$ cat config.mk
export PLATFORM = sky130hd
export DESIGN_NAME = fetch_unit
export DESIGN_NICKNAME = d
export VERILOG_FILES = /design/src/rtl/fetch_unit_pkg.sv /design/src/rtl/fetch_fifo.sv /design/src/rtl/fetch_unit.sv
export SDC_FILE = /design/constraint.sdc
export NUM_CORES = 1
export LEC_CHECK = 0
export ABC_CLOCK_PERIOD_IN_PS = 6800
export BUFFER_PORTS_ARGS = -buffer_cell sky130_fd_sc_hd__buf_2
export CAP_MARGIN = 20
export CORE_AREA = 5 5 203 205
export CTS_CLUSTER_DIAMETER = 200
export DETAILED_ROUTE_END_ITERATION = 7
export DIE_AREA = 0 0 208 210
export HOLD_SLACK_MARGIN = 0.1
export SLEW_MARGIN = 5
export SYNTH_ARGS = -nofsm -noshare
export SYNTH_HDL_FRONTEND = slang
export SYNTH_SLANG_ARGS = --single-unit
$ cat constraint.sdc
create_clock -name i_clk -period 6.8 [get_ports i_clk]
set_clock_uncertainty 0.05 [all_clocks]
set_input_delay 1.36 -clock i_clk [delete_from_list [all_inputs] [get_ports i_clk]]
set_output_delay 1.36 -clock i_clk [all_outputs]
set_load 0.03 [all_outputs]
$ cat src/rtl/fetch_unit_pkg.sv
// Shared defaults, the prefetch FIFO entry layout and the PC alignment helper
// used by the fetch front-end.
package fetch_unit_pkg;

   localparam logic [31:0] RESET_VECTOR_DEF = 32'h0000_0000;
   localparam int          FIFO_DEPTH_DEF   = 2;

   typedef struct packed {
      logic [31:0] pc;
      logic [31:0] word;
   } fetch_entry_t;

   function automatic logic [31:0] align_pc(input logic [31:0] pc);
      return {pc[31:2], 2'b00};
   endfunction

endpackage

$ cat src/rtl/fetch_fifo.sv
// Prefetch FIFO holding {pc, word} pairs. Flush wins over push and pop.
module fetch_fifo
   import fetch_unit_pkg::*;
#(
   parameter int DEPTH = FIFO_DEPTH_DEF
)(
   input  logic                         i_clk,
   input  logic                         i_rst_n,
   input  logic                         i_flush,
   input  logic                         i_push,
   input  logic [63:0]                  i_din,
   input  logic                         i_pop,
   output logic [$clog2(DEPTH+1)-1:0]   o_count,
   output logic [63:0]                  o_head
);

   localparam int AW = $clog2(DEPTH);
   localparam int CW = $clog2(DEPTH + 1);

   logic [63:0]   mem_q [DEPTH];
   logic [AW-1:0] wr_q;
   logic [AW-1:0] rd_q;
   logic [CW-1:0] cnt_q;

   // Pointers wrap naturally because DEPTH is a power of two (2 or 4).
   always_ff @(posedge i_clk) begin
      if (!i_rst_n || i_flush) begin
         wr_q  <= '0;
         rd_q  <= '0;
         cnt_q <= '0;
      end else begin
         if (i_push) wr_q <= wr_q + AW'(1);
         if (i_pop)  rd_q <= rd_q + AW'(1);
         cnt_q <= cnt_q + CW'(i_push) - CW'(i_pop);
      end
   end

   always_ff @(posedge i_clk) begin
      if (!i_rst_n) begin
         for (int i = 0; i < DEPTH; i++) mem_q[i] <= '0;
      end else if (i_push && !i_flush) begin
         mem_q[wr_q] <= i_din;
      end
   end

   assign o_count = cnt_q;
   assign o_head  = mem_q[rd_q];

endmodule

$ cat src/rtl/fetch_unit.sv
// RV32I fetch front-end: single-outstanding memory request, prefetch FIFO to the
// decoder, redirect flush with discard of a stale in-flight fetch.
module fetch_unit
   import fetch_unit_pkg::*;
#(
   parameter logic [31:0] RESET_VECTOR = RESET_VECTOR_DEF,
   parameter int          FIFO_DEPTH   = FIFO_DEPTH_DEF
)(
   input  logic        i_clk,
   input  logic        i_rst_n,
   output logic [31:0] o_mem_addr,
   output logic        o_mem_req,
   input  logic        i_mem_ack,
   input  logic [31:0] i_mem_data,
   output logic [31:0] o_opcode,
   output logic [31:0] o_pc,
   output logic        o_valid,
   input  logic        i_ready,
   input  logic        i_redirect,
   input  logic [31:0] i_redirect_pc,
   output logic        o_misaligned
);

   typedef enum logic [1:0] {IDLE = 2'd0, REQ = 2'd1, DISCARD = 2'd2} state_t;
   localparam int CW = $clog2(FIFO_DEPTH + 1);

   state_t        state_q;
   logic [31:0]   fetch_pc_q;
   logic [31:0]   pend_pc_q;
   logic          misaligned_q;
   logic [CW-1:0] count;
   logic          push;
   logic          pop;
   logic          room;
   logic [31:0]   redir_pc;
   fetch_entry_t  push_e;
   fetch_entry_t  head_e;

   assign redir_pc = align_pc(i_redirect_pc);
   assign o_valid  = (count != '0);
   // A redirect flushes the FIFO, so it also cancels any pop or push this cycle.
   assign pop      = o_valid && i_ready && !i_redirect;
   assign push     = (state_q == REQ) && i_mem_ack && !i_redirect;
   assign room     = (int'(count) + int'(push) - int'(pop)) < FIFO_DEPTH;
   assign push_e   = '{pc: fetch_pc_q, word: i_mem_data};

   always_ff @(posedge i_clk) begin
      if (!i_rst_n) begin
         state_q      <= IDLE;
         fetch_pc_q   <= RESET_VECTOR;
         pend_pc_q    <= RESET_VECTOR;
         misaligned_q <= 1'b0;
      end else begin
         misaligned_q <= i_redirect && (i_redirect_pc[1:0] != 2'b00);
         case (state_q)
            IDLE: begin
               if (i_redirect) begin
                  fetch_pc_q <= redir_pc;
                  state_q    <= REQ;
               end else if (room) begin
                  state_q <= REQ;
               end
            end
            REQ: begin
               if (i_mem_ack && i_redirect) begin
                  fetch_pc_q <= redir_pc;
               end else if (i_mem_ack) begin
                  fetch_pc_q <= fetch_pc_q + 32'd4;
                  state_q    <= room ? REQ : IDLE;
               end else if (i_redirect) begin
                  pend_pc_q <= redir_pc;
                  state_q   <= DISCARD;
               end
            end
            DISCARD: begin
               // The bus keeps the stale address until its ack; only then restart.
               if (i_mem_ack) begin
                  fetch_pc_q <= i_redirect ? redir_pc : pend_pc_q;
                  state_q    <= i_redirect ? IDLE : REQ;
               end else if (i_redirect) begin
                  pend_pc_q <= redir_pc;
               end
            end
            default: state_q <= IDLE;
         endcase
      end
   end

   fetch_fifo #(.DEPTH(FIFO_DEPTH)) u_fifo (
      .i_clk   (i_clk),
      .i_rst_n (i_rst_n),
      .i_flush (i_redirect),
      .i_push  (push),
      .i_din   (push_e),
      .i_pop   (pop),
      .o_count (count),
      .o_head  (head_e)
   );

   assign o_mem_req    = (state_q != IDLE);
   assign o_mem_addr   = fetch_pc_q;
   assign o_opcode     = head_e.word;
   assign o_pc         = head_e.pc;
   assign o_misaligned = misaligned_q;

endmodule

==> results of run 1 <==
## metrics by stage
stage	instances	utilization	hold slack [ns]	setup WS, ns
final	1553	0.296	0.416	3.13
after global placement	1516	0.281	0.400	2.72
after CTS	1548	0.296	0.419	3.10
after detailed placement	1516	0.281	0.407	2.63
after global routing	1550	0.296	0.435	2.96
after floorplan	879	-	0.391	1.63
## cell families after synthesis
kind of cell,count (synthesis),synth area share
AO/OA/AOI/OAI,173,0.129
AND/OR/NAND/NOR,329,0.183
flip-flops,200,0.546
adder cells (fa/ha/maj),10,0.0137
XOR/XNOR,16,0.0145
multiplexers,71,0.0823
buffers and inverters,80,0.0324
## final cells by class
class,count,area share
Sequential cell,200,0.454
Multi-Input combinational cell,599,0.354
Timing Repair Buffer,177,0.0783
Tap cell,525,0.0564
Clock buffer,19,0.0372
Clock inverter,13,0.0137
Inverter,15,0.00484
Antenna cell,5,0.00108
## power by group
part           switching (W)  internal (W)
registers           0.000170       0.00141
clock network       0.000493      0.000558
logic               0.000623      0.000283
## worst min path at each step
stage / end / slack (ns) / from
global placement: pend_pc_q[6] / 0.40 / pend_pc_q[6]
finish: pend_pc_q[4] / 0.42 / pend_pc_q[4]
detailed placement: pend_pc_q[3] / 0.41 / pend_pc_q[3]
CTS: pend_pc_q[3] / 0.42 / pend_pc_q[3]
global route: pend_pc_q[27] / 0.44 / pend_pc_q[27]
floorplan: pend_pc_q[2] / 0.39 / pend_pc_q[2]
## state kept, by name (all words and copies together) (netlist names), named ones only
signal          cells
u_fifo.wr_q         1
u_fifo.o_count      2
u_fifo.rd_q         1
u_fifo.mem_q      128
o_misaligned        1
o_mem_addr         32
pend_pc_q          32
state_q             2
## metal layers
metal	wire length, µm	up-vias
li1	-	3450
met1	12200	3502
met2	13500	286
met3	2670	36
met4	346	14
met5	81	-
## placed cells by master (no fill, tap or decap), types with 4 or more instances in the layout
cell / Yosys / final
a21oi_1: 11 / 11
buf_4: 0 / 10
nand3_1: 13 / 13
a22oi_1: 12 / 12
nand4_1: 13 / 13
nor4_1: 8 / 8
a31oi_1: 5 / 5
and3_1: 7 / 6
buf_2: 11 / 167
a221o_1: 8 / 8
o211ai_1: 10 / 10
nor2_1: 31 / 31
mux2_2: 69 / 69
o21ai_0: 38 / 38
clkbuf_16: 0 / 17
a211oi_1: 4 / 4
dfxtp_1: 72 / 71
inv_1: 15 / 15
o2bb2ai_1: 4 / 4
diode_2: 0 / 5
xnor2_1: 5 / 5
a21boi_0: 37 / 37
or3_1: 4 / 4
xor2_1: 11 / 11
nor3_1: 9 / 7
ha_1: 9 / 9
nand2_1: 96 / 96
inv_8: 0 / 4
a221oi_1: 10 / 10
and2_1: 130 / 130
edfxtp_1: 128 / 128
## worst register-to-register path, delay by kind of cell, from the launching register on
kind | cells | cell delay, ns
XOR/XNOR | 1 | 0.16
multiplexers | 1 | 0.12
buffers and inverters | 2 | 0.16
adder cells (fa/ha/maj) | 3 | 0.92
AND/OR/NAND/NOR | 3 | 0.68
AO/OA/AOI/OAI | 2 | 0.57
flip-flops | 1 | 0.35
==> flow_metrics.env, run 1 <==
export IMPL_post_cts_resize_count=0
export IMPL_timing_hold_worst_path_depth=2
export IMPL_drt_initial_drc_count=567
export IMPL_crit_path_max_incr_delay_ns=0.82
export IMPL_detailedPlacementHpwl_um=19600
export IMPL_synthesis_area_um2=9690
export IMPL_synth_warning_count=0
export IMPL_finalNetCount=1089
export IMPL_first_global_vias=6877
export IMPL_worstPathBufferInverterCount=2
export IMPL_power_density_cell_area_nw_per_um2=304
export IMPL_numClockSinks=200
export IMPL_dieArea_um2=43700
export IMPL_initial_core_util=0.247
export IMPL_synth_area_leaders="edfxtp_1 (40%), dfxtp_1 (15%), and2_1 (8.4%)"
export IMPL_grt_max_degree=78
export IMPL_yosys_top_cells_count="and2_1 (130), edfxtp_1 (128), nand2_1 (96)"
export IMPL_drc=0
export IMPL_cts_root_buf="clkbuf_16"
export IMPL_report_final_slew_viol_count=0
export IMPL_asyncSetResetFlopFracSynth=0
export IMPL_synth_enable_flop_cells=128
export IMPL_numCtsBuffers=17
export IMPL_grtUsageTotal=0.127
export IMPL_syn_nets=958
export IMPL_finalHoldViolations=0
export IMPL_layout_worst_path_cycle_share=0.539
export IMPL_grt_antenna_before_repair=10
export IMPL_post_cts_buffers=0
export IMPL_synth_seq_area_share=0.546
export IMPL_overflow=0
export IMPL_rows=73
export IMPL_grt_busiest_layer="met2"
export IMPL_drt_pass1_iter_count=5
export IMPL_synth_top_cell_area_share=0.397
export IMPL_crit_family="simple AND/OR/NAND/NOR gates"
export IMPL_multi_input_area_um2=4120
export IMPL_worst_r2r_startpoint="state_q[1]"
export IMPL_netlist_cell_type_count=63
export IMPL_max_clock_path_buffers=2
export IMPL_post_dr_wirelength_cell_um=18.5
export IMPL_placeableCoreArea_um2=39300
export IMPL_fill_cells=4048
export IMPL_cp_max_fo=65
export IMPL_postCtsHoldBufs=0
export IMPL_final_seq_area_um2=5290
export IMPL_postSynthCellCount=879
export IMPL_tritoncts="built"
export IMPL_critical_path_arrival_ns=3.67
export IMPL_outcome="completed"
export IMPL_fmax_mhz=273
export IMPL_drv_max_cap_violation_count=0
export IMPL_rsz0062_at_grt="no"
export IMPL_die_w_um=208
export IMPL_worst_ep_required_time_ns=6.81
export IMPL_synth_seq_cells=200
export IMPL_max_slew_margin=0.264
export IMPL_die_height_um=210
export IMPL_finalInstanceArea_um2=11600
export IMPL_clkSlewWorstSetupHoldPaths_ns=0.08
export IMPL_postRouteAntennaNets=0
export IMPL_postRouteWirelength_um=28800
export IMPL_cp_slowest_cell="nand2b_4"
export IMPL_critPathKind="input pin to flip-flop"
export IMPL_groute_layer_met3_usage=0.0460
export IMPL_ff2ff_path_depth=12
export IMPL_clk_insertion_delay_late_ns=0.44
export IMPL_setup_viol=0
export IMPL_synth_area_leader_cell="edfxtp_1"
export IMPL_syn2layout_area_growth_pct=20.1
export IMPL_worstSetupStartpoint="i_redirect"
export IMPL_boundaryPins=168
export IMPL_worst_r2r_setup_slack_ns=3.69
export IMPL_portBuffers=167
export IMPL_peakVddDrop_uv=169
export IMPL_finalPower_w=0.00354
export IMPL_crit_path_start_kind="input pin"
export IMPL_layout_drive_gt1_share=0.283
export IMPL_via_count=7288
export IMPL_worst_setup_path_endpoint="u_fifo.mem_q[1][58]"
export IMPL_tightestPinTransition_ns=1.09
export IMPL_placedInstanceArea_um2=11000
export IMPL_routabilityCongestion=0.837
export IMPL_reg2reg_to="state_q[1]"
export IMPL_grt_pass1_wl_um=43500
export IMPL_synthesis_area_per_instance_um2=11.0
export IMPL_crit_path_cell_trace="buf_2, nor2b_1, and3_2, buf_4, nand2b_4"
export IMPL_grtUsageMet2=0.204
export IMPL_htree_num_levels=4
export IMPL_cell_with_the_most_instances_after_synthesis="and2_1"
export IMPL_postSynth_topFlopCell="edfxtp_1"
export IMPL_viasPerCell=4.69
export IMPL_worst_setup_path_end_kind="flip-flop"
export IMPL_crit_cells=5
export IMPL_total_leakage_power_nw=4.46
export IMPL_setup_tns_ns=0
export IMPL_hold_class="flip-flop to flip-flop"
export IMPL_grtUsageMet1=0.166
export IMPL_finalWorstPathRequiredPeriod_ns=3.67
No activity file was read; power rests on OpenSTA's default activity.
==> run 2, diff against run 1 <==
- ABC_AREA: default -> 1
- ABC_CLOCK_PERIOD_IN_PS: 6800 -> 3600
- CORE_AREA: 5 5 203 205 -> 5 5 208 210
- DIE_AREA: 0 0 208 210 -> 0 0 213 215
- clock period: 6.8 -> 3.6 ns (I/O delays scaled with it)
==> flow_metrics.env, run 2 <==
export IMPL_post_dr_wirelength_cell_um=16.8
export IMPL_p_comb_frac=0.242
export IMPL_crit_path_max_incr_delay_ns=0.47
export IMPL_outcome="completed"
export IMPL_grtUsageTotal=0.135
export IMPL_drv_max_cap_violation_count=0
export IMPL_rsz0062_at_grt="no"
export IMPL_postCtsHoldBufs=0
export IMPL_p_sw_w=0.00221
export IMPL_routabilityCongestion=0.843
export IMPL_postRouteAntennaNets=0
export IMPL_postSynthCellCount=1170
export IMPL_synthesis_area_per_instance_um2=8.66
export IMPL_critical_path_arrival_ns=3.24
export IMPL_post_route_util=0.292
export IMPL_syn_nets=1249
export IMPL_rows=75
export IMPL_cell_internal_pwr_w=0.00398
export IMPL_synth_area_leaders="edfxtp_1 (38%), dfxtp_1 (14%), nand2_1 (7.7%)"
export IMPL_via_count=8467
export IMPL_synth_seq_area_share=0.522
export IMPL_path_common_cell="nand2_1"
export IMPL_layout_commonest_cell="nand2_1"
export IMPL_post_cts_buffers=0
export IMPL_detailedPlacementHpwl_um=22200
export IMPL_synth_top_cell_area_share=0.379
export IMPL_max_clock_path_buffers=2
export IMPL_power_clock_fraction=0.305
export IMPL_drc=0
export IMPL_setup_viol=0
export IMPL_layout_cells_most_common_list="nand2_1 (205), nor2_1 (203), buf_2 (167)"
export IMPL_post_cts_resize_count=0
export IMPL_layout_drive_gt1_share=0.246
export IMPL_boundaryPins=168
export IMPL_first_global_vias=8258
export IMPL_die_w_um=213
export IMPL_clk_insertion_delay_late_ns=0.44
export IMPL_fill_cells=4421
export IMPL_final_critical_path_setup_slack_ns=0.626
export IMPL_postSynth_topFlopCell="edfxtp_1"
export IMPL_synth_warning_count=0
export IMPL_cp_max_fo=8
export IMPL_crit_path_cell_trace="inv_1, ha_1, nand2_1, nor2_1, ha_1, inv_1, fa_1, or2_2, nand3_1, nand2_1, nand2_1, nand2_1, nand3_1, nor2_1, a22oi_1, nor2_1"
export IMPL_share_seq_of_total_power=0.453
export IMPL_synth_area_leader_cell="edfxtp_1"
export IMPL_report_final_slew_viol_count=0
export IMPL_clkSlewWorstSetupHoldPaths_ns=0.08
export IMPL_hold_class="flip-flop to flip-flop"
export IMPL_postRouteWirelength_um=31400
export IMPL_grt_pass1_wl_um=48200
export IMPL_max_slew_margin=0.399
export IMPL_tritoncts="built"
export IMPL_overflow=0
export IMPL_tightestPinTransition_ns=0.899
export IMPL_yosys_top_cells_count="nand2_1 (207), nor2_1 (203), edfxtp_1 (128)"
export IMPL_grt_max_degree=65
export IMPL_placeableCoreArea_um2=41400
export IMPL_die_height_um=215
export IMPL_syn2layout_area_growth_pct=19.3
export IMPL_numClockSinks=200
export IMPL_drt_pass1_iter_count=5
export IMPL_drt_initial_drc_count=608
export IMPL_worst_ep_required_time_ns=3.87
export IMPL_power_density_cell_area_nw_per_um2=512
export IMPL_portBuffers=167
export IMPL_crit_path_start_kind="flip-flop"
export IMPL_dieArea_um2=45800
export IMPL_viasPerCell=4.54
export IMPL_finalNetCount=1389
export IMPL_cell_with_the_most_instances_after_synthesis="nand2_1"
export IMPL_cp_slowest_cell="ha_1"
export IMPL_fmax_mhz=336
export IMPL_htree_num_levels=4
export IMPL_layout_worst_path_cycle_share=0.826
export IMPL_preCtsSetupSlack_ns=0.585
export IMPL_synth_seq_cells=200
export IMPL_cts_root_buf="clkbuf_16"
export IMPL_netlist_cell_type_count=40
export IMPL_synth_enable_flop_cells=128
export IMPL_finalWorstPathRequiredPeriod_ns=2.97
export IMPL_initial_core_util=0.245
export IMPL_setup_tns_ns=0
export IMPL_synthesis_area_um2=10100
export IMPL_max_flop_register="u_fifo.mem_q"
export IMPL_numCtsBuffers=17
export IMPL_total_leakage_power_nw=4.86
export IMPL_worst_setup_path_end_kind="flip-flop"
export IMPL_finalHoldViolations=0
export IMPL_grt_antenna_before_repair=8
export IMPL_largest_register_ff_count=128
export IMPL_worstPathBufferInverterCount=2
export IMPL_peakVddDrop_uv=340
export IMPL_netSwitchingFraction=0.357
export IMPL_critPathKind="flip-flop to flip-flop"
export IMPL_crit_family="simple AND/OR/NAND/NOR gates"
export IMPL_asyncSetResetFlopFracSynth=0
==> run 2: worst reg2reg max path, cell delays in order, from the launching register on <==
cell and delay [ns]:
dfxtp_1 0.34, inv_1 0.10, ha_1 0.47, nand2_1 0.19, nor2_1 0.13, ha_1 0.18, inv_1 0.06, fa_1 0.37
or2_2 0.31, nand3_1 0.07, nand2_1 0.07, nand2_1 0.06, nand2_1 0.05, nand3_1 0.11, nor2_1 0.08, a22oi_1 0.15
nor2_1 0.06
==> run 2: final timing paths <==
check / startpoint / end / slack, ns / cells after the start
hold reg to reg: pend_pc_q[8] / pend_pc_q[8] / 0.41 / 2
hold / removal: pend_pc_q[8] / pend_pc_q[8] / 0.41 / 2
setup / recovery: state_q[1] / state_q[0] / 0.63 / 16
setup reg to reg: state_q[1] / state_q[0] / 0.63 / 16
==> run 2: area by class of cell <==
cell class                 instances  area [µm²]  area share
sequential                       200        5290       0.437
multi-input combinational        779        4070       0.337
timing repair buffer             183         993      0.0822
tap                              539         674      0.0558
inverter                         129         487      0.0403
clock buffer                      18         429      0.0355
clock inverter                    14         135      0.0112
antenna                            3        7.51    0.000621
==> run 2: power by group through the flow <==
stage / sequential (W) / clock (W) / combinational (W)
6_report: 0.00281 / 0.00189 / 0.00150
5_1_grt: 0.00283 / 0.00205 / 0.00166
4_1_cts: 0.00280 / 0.00195 / 0.00151
3_5_place_dp: 0.00286 / 0 / 0.00151
3_3_place_gp: 0.00285 / 0 / 0.00149
2_1_floorplan: 0.00296 / 0 / 0.000891
==> run 2: metal layers <==
metal	track usage	wire length, µm	up-vias
met5	0	35	-
li1	-	-	4158
met1	0.176	13600	3991
met3	0.0360	2350	47
met4	0.0401	685	8
met2	0.219	14700	263
==> run 2: cell families after synthesis <==
family	synth area share
mux	0.0741
flops	0.522
simple gates	0.203
buf+inv	0.0780
compound gates	0.110
fa+ha+maj	0.0131
==> run 2: per-stage QoR <==
stage	instance area, µm²	total power (W)	cells	hold slack [ns]
final	12100	0.00619	1865	0.407
after global routing	12100	0.00654	1864	0.434
after CTS	12100	0.00626	1862	0.408
after detailed placement	11500	0.00436	1830	0.396
after global placement	11500	0.00434	1830	0.383
after floorplan	10100	0.00385	1170	0.371
==> run 3, diff against run 2 <==
- ABC_CLOCK_PERIOD_IN_PS: 3600 -> 2600
- clock period: 3.6 -> 2.6 ns (I/O delays scaled with it)
==> flow_metrics.env, run 3 (synthesis results as in run 2) <==
export IMPL_setup_viol=0
export IMPL_topRoutingLayerUsed="met5"
export IMPL_final_critical_path_setup_slack_ns=0.0723
export IMPL_final_seq_area_um2=5290
export IMPL_finalHoldViolations=0
export IMPL_setup_tns_ns=0
export IMPL_overflow=0
export IMPL_finalNetCount=1408
export IMPL_drc=0
export IMPL_post_dr_wirelength_cell_um=16.4
export IMPL_critical_path_arrival_ns=2.80
export IMPL_tightestPinTransition_ns=0.509
export IMPL_met3_length_um=1820
export IMPL_rows=75
export IMPL_numCtsBuffers=17
export IMPL_via_count=8404
export IMPL_grt_pass1_wl_um=47100
export IMPL_clkSlewWorstSetupHoldPaths_ns=0.08
export IMPL_critPathKind="flip-flop to flip-flop"
export IMPL_power_density_cell_area_nw_per_um2=708
export IMPL_placeableCoreArea_um2=41400
export IMPL_wirelength_met1_um=14100
export IMPL_layout_drive_gt1_share=0.268
export IMPL_postCtsHoldBufs=0
export IMPL_tritoncts="built"
export IMPL_drt_initial_drc_count=644
export IMPL_drt_pass1_iter_count=5
export IMPL_boundaryPins=168
export IMPL_worst_setup_path_end_kind="flip-flop"
export IMPL_numClockSinks=200
export IMPL_netSwitchingFraction=0.346
export IMPL_detailedPlacementHpwl_um=22600
export IMPL_fill_cells=4364
export IMPL_report_final_slew_viol_count=0
export IMPL_layout_commonest_cell="nand2_1"
export IMPL_fmax_mhz=396
export IMPL_max_slew_margin=0.661
export IMPL_crit_path_start_kind="flip-flop"
export IMPL_p_comb_frac=0.241
export IMPL_outcome="completed"
export IMPL_portBuffers=167
export IMPL_grtUsageTotal=0.132
export IMPL_multi_input_area_um2=4120
export IMPL_worst_hold_slack_ns=0.325
export IMPL_post_route_util=0.299
export IMPL_power_clock_fraction=0.317
export IMPL_die_w_um=213
export IMPL_cp_max_fo=3
export IMPL_cts_root_buf="clkbuf_16"
export IMPL_route_met2_wl_um=14500
export IMPL_preCtsSetupSlack_ns=-0.133
export IMPL_share_seq_of_total_power=0.442
export IMPL_postRouteAntennaNets=0
export IMPL_initial_core_util=0.245
export IMPL_hold_class="input pin to flip-flop"
export IMPL_total_leakage_power_nw=5.01
export IMPL_drv_max_cap_violation_count=0
export IMPL_routabilityCongestion=0.859
export IMPL_finalPower_w=0.00875
export IMPL_max_flop_register="u_fifo.mem_q"
export IMPL_finalWorstPathRequiredPeriod_ns=2.53
export IMPL_layout_cells_most_common_list="nand2_1 (202), nor2_1 (201), buf_2 (167)"
export IMPL_grt_max_degree=65
export IMPL_peakVddDrop_uv=430
export IMPL_dieArea_um2=45800
export IMPL_cell_internal_pwr_w=0.00573
export IMPL_viasPerCell=4.46
export IMPL_max_clock_path_buffers=2
export IMPL_layout_worst_path_cycle_share=0.972
export IMPL_htree_num_levels=4
export IMPL_syn2layout_area_growth_pct=22.0
export IMPL_postRouteWirelength_um=30900
export IMPL_die_height_um=215
export IMPL_clk_insertion_delay_late_ns=0.44
export IMPL_grt_antenna_before_repair=7
export IMPL_worst_ep_required_time_ns=2.87
export IMPL_largest_register_ff_count=128
export IMPL_p_sw_w=0.00303
export IMPL_first_global_vias=8028
## run 3: cell count changes in the layout (fill, tap and decap cells not counted), sizes merged
| cell | delta |
|---|---|
| inv | -2 |
| bufinv | +2 |
| clkinvlp | +1 |
| buf | +19 |
| clkbuf | -1 |
## run 3: routing by layer
layer,track usage,up-vias
met5,0,-
met4,0.0363,4
met3,0.0283,32
met2,0.212,241
met1,0.180,3930
li1,-,4197
## run 3: what timing repair did
item / in CTS / in global routing
setup endpoints to repair: 1 / 2
buffers inserted: 0 / 3
gates cloned: 0 / 0
pin swaps: 0 / 3
gates resized for setup: 1 / 7
## run 3: cell type report
| class | instances | area share |
|---|---|---|
| well taps | 539 | 0.0546 |
| repair buffers | 202 | 0.0950 |
| multi-input cells | 779 | 0.333 |
| flip-flops and latches | 200 | 0.428 |
| inverters | 129 | 0.0394 |
| clock buffers | 17 | 0.0344 |
| diodes | 3 | 0.000607 |
| clock inverters | 15 | 0.0152 |
## run 3: worst paths after layout
path / startpoint / end / slack (ns) / cells after the start
setup / recovery: u_fifo.o_count[1] / state_q[1] / 0.07 / 17
hold / removal: i_redirect_pc[6] / o_mem_addr[6] / 0.33 / 3
setup reg to reg: u_fifo.o_count[1] / state_q[1] / 0.07 / 17
hold reg to reg: pend_pc_q[3] / pend_pc_q[3] / 0.40 / 2
## run 3: metrics by stage
stage,instance area [µm²],instances
3_3_place_gp,11700,1846
6_report,12400,1884
3_5_place_dp,11700,1846
2_1_floorplan,10200,1170
4_1_cts,12300,1878
5_1_grt,12400,1883
## run 3: power groups by stage
stage | clock network, W | registers, W | logic, W
floorplan | 0 | 0.00410 | 0.00124
global placement | 0 | 0.00392 | 0.00209
detailed placement | 0 | 0.00394 | 0.00210
CTS | 0.00286 | 0.00387 | 0.00211
global route | 0.00300 | 0.00391 | 0.00233
finish | 0.00277 | 0.00387 | 0.00211
## run 3: worst max-delay path: stages, from the launching register on
cell	delay (ns)
dfxtp_2	0.35
inv_2	0.04
nand2_2	0.06
nand2_2	0.06
nor2_2	0.11
ha_1	0.23
inv_1	0.06
ha_2	0.18
inv_2	0.04
fa_2	0.54
nand3_2	0.07
nand2_1	0.08
nand2_1	0.06
nand2_1	0.07
nand3_2	0.12
buf_4	0.16
nand2_1	0.06
a21oi_2	0.05
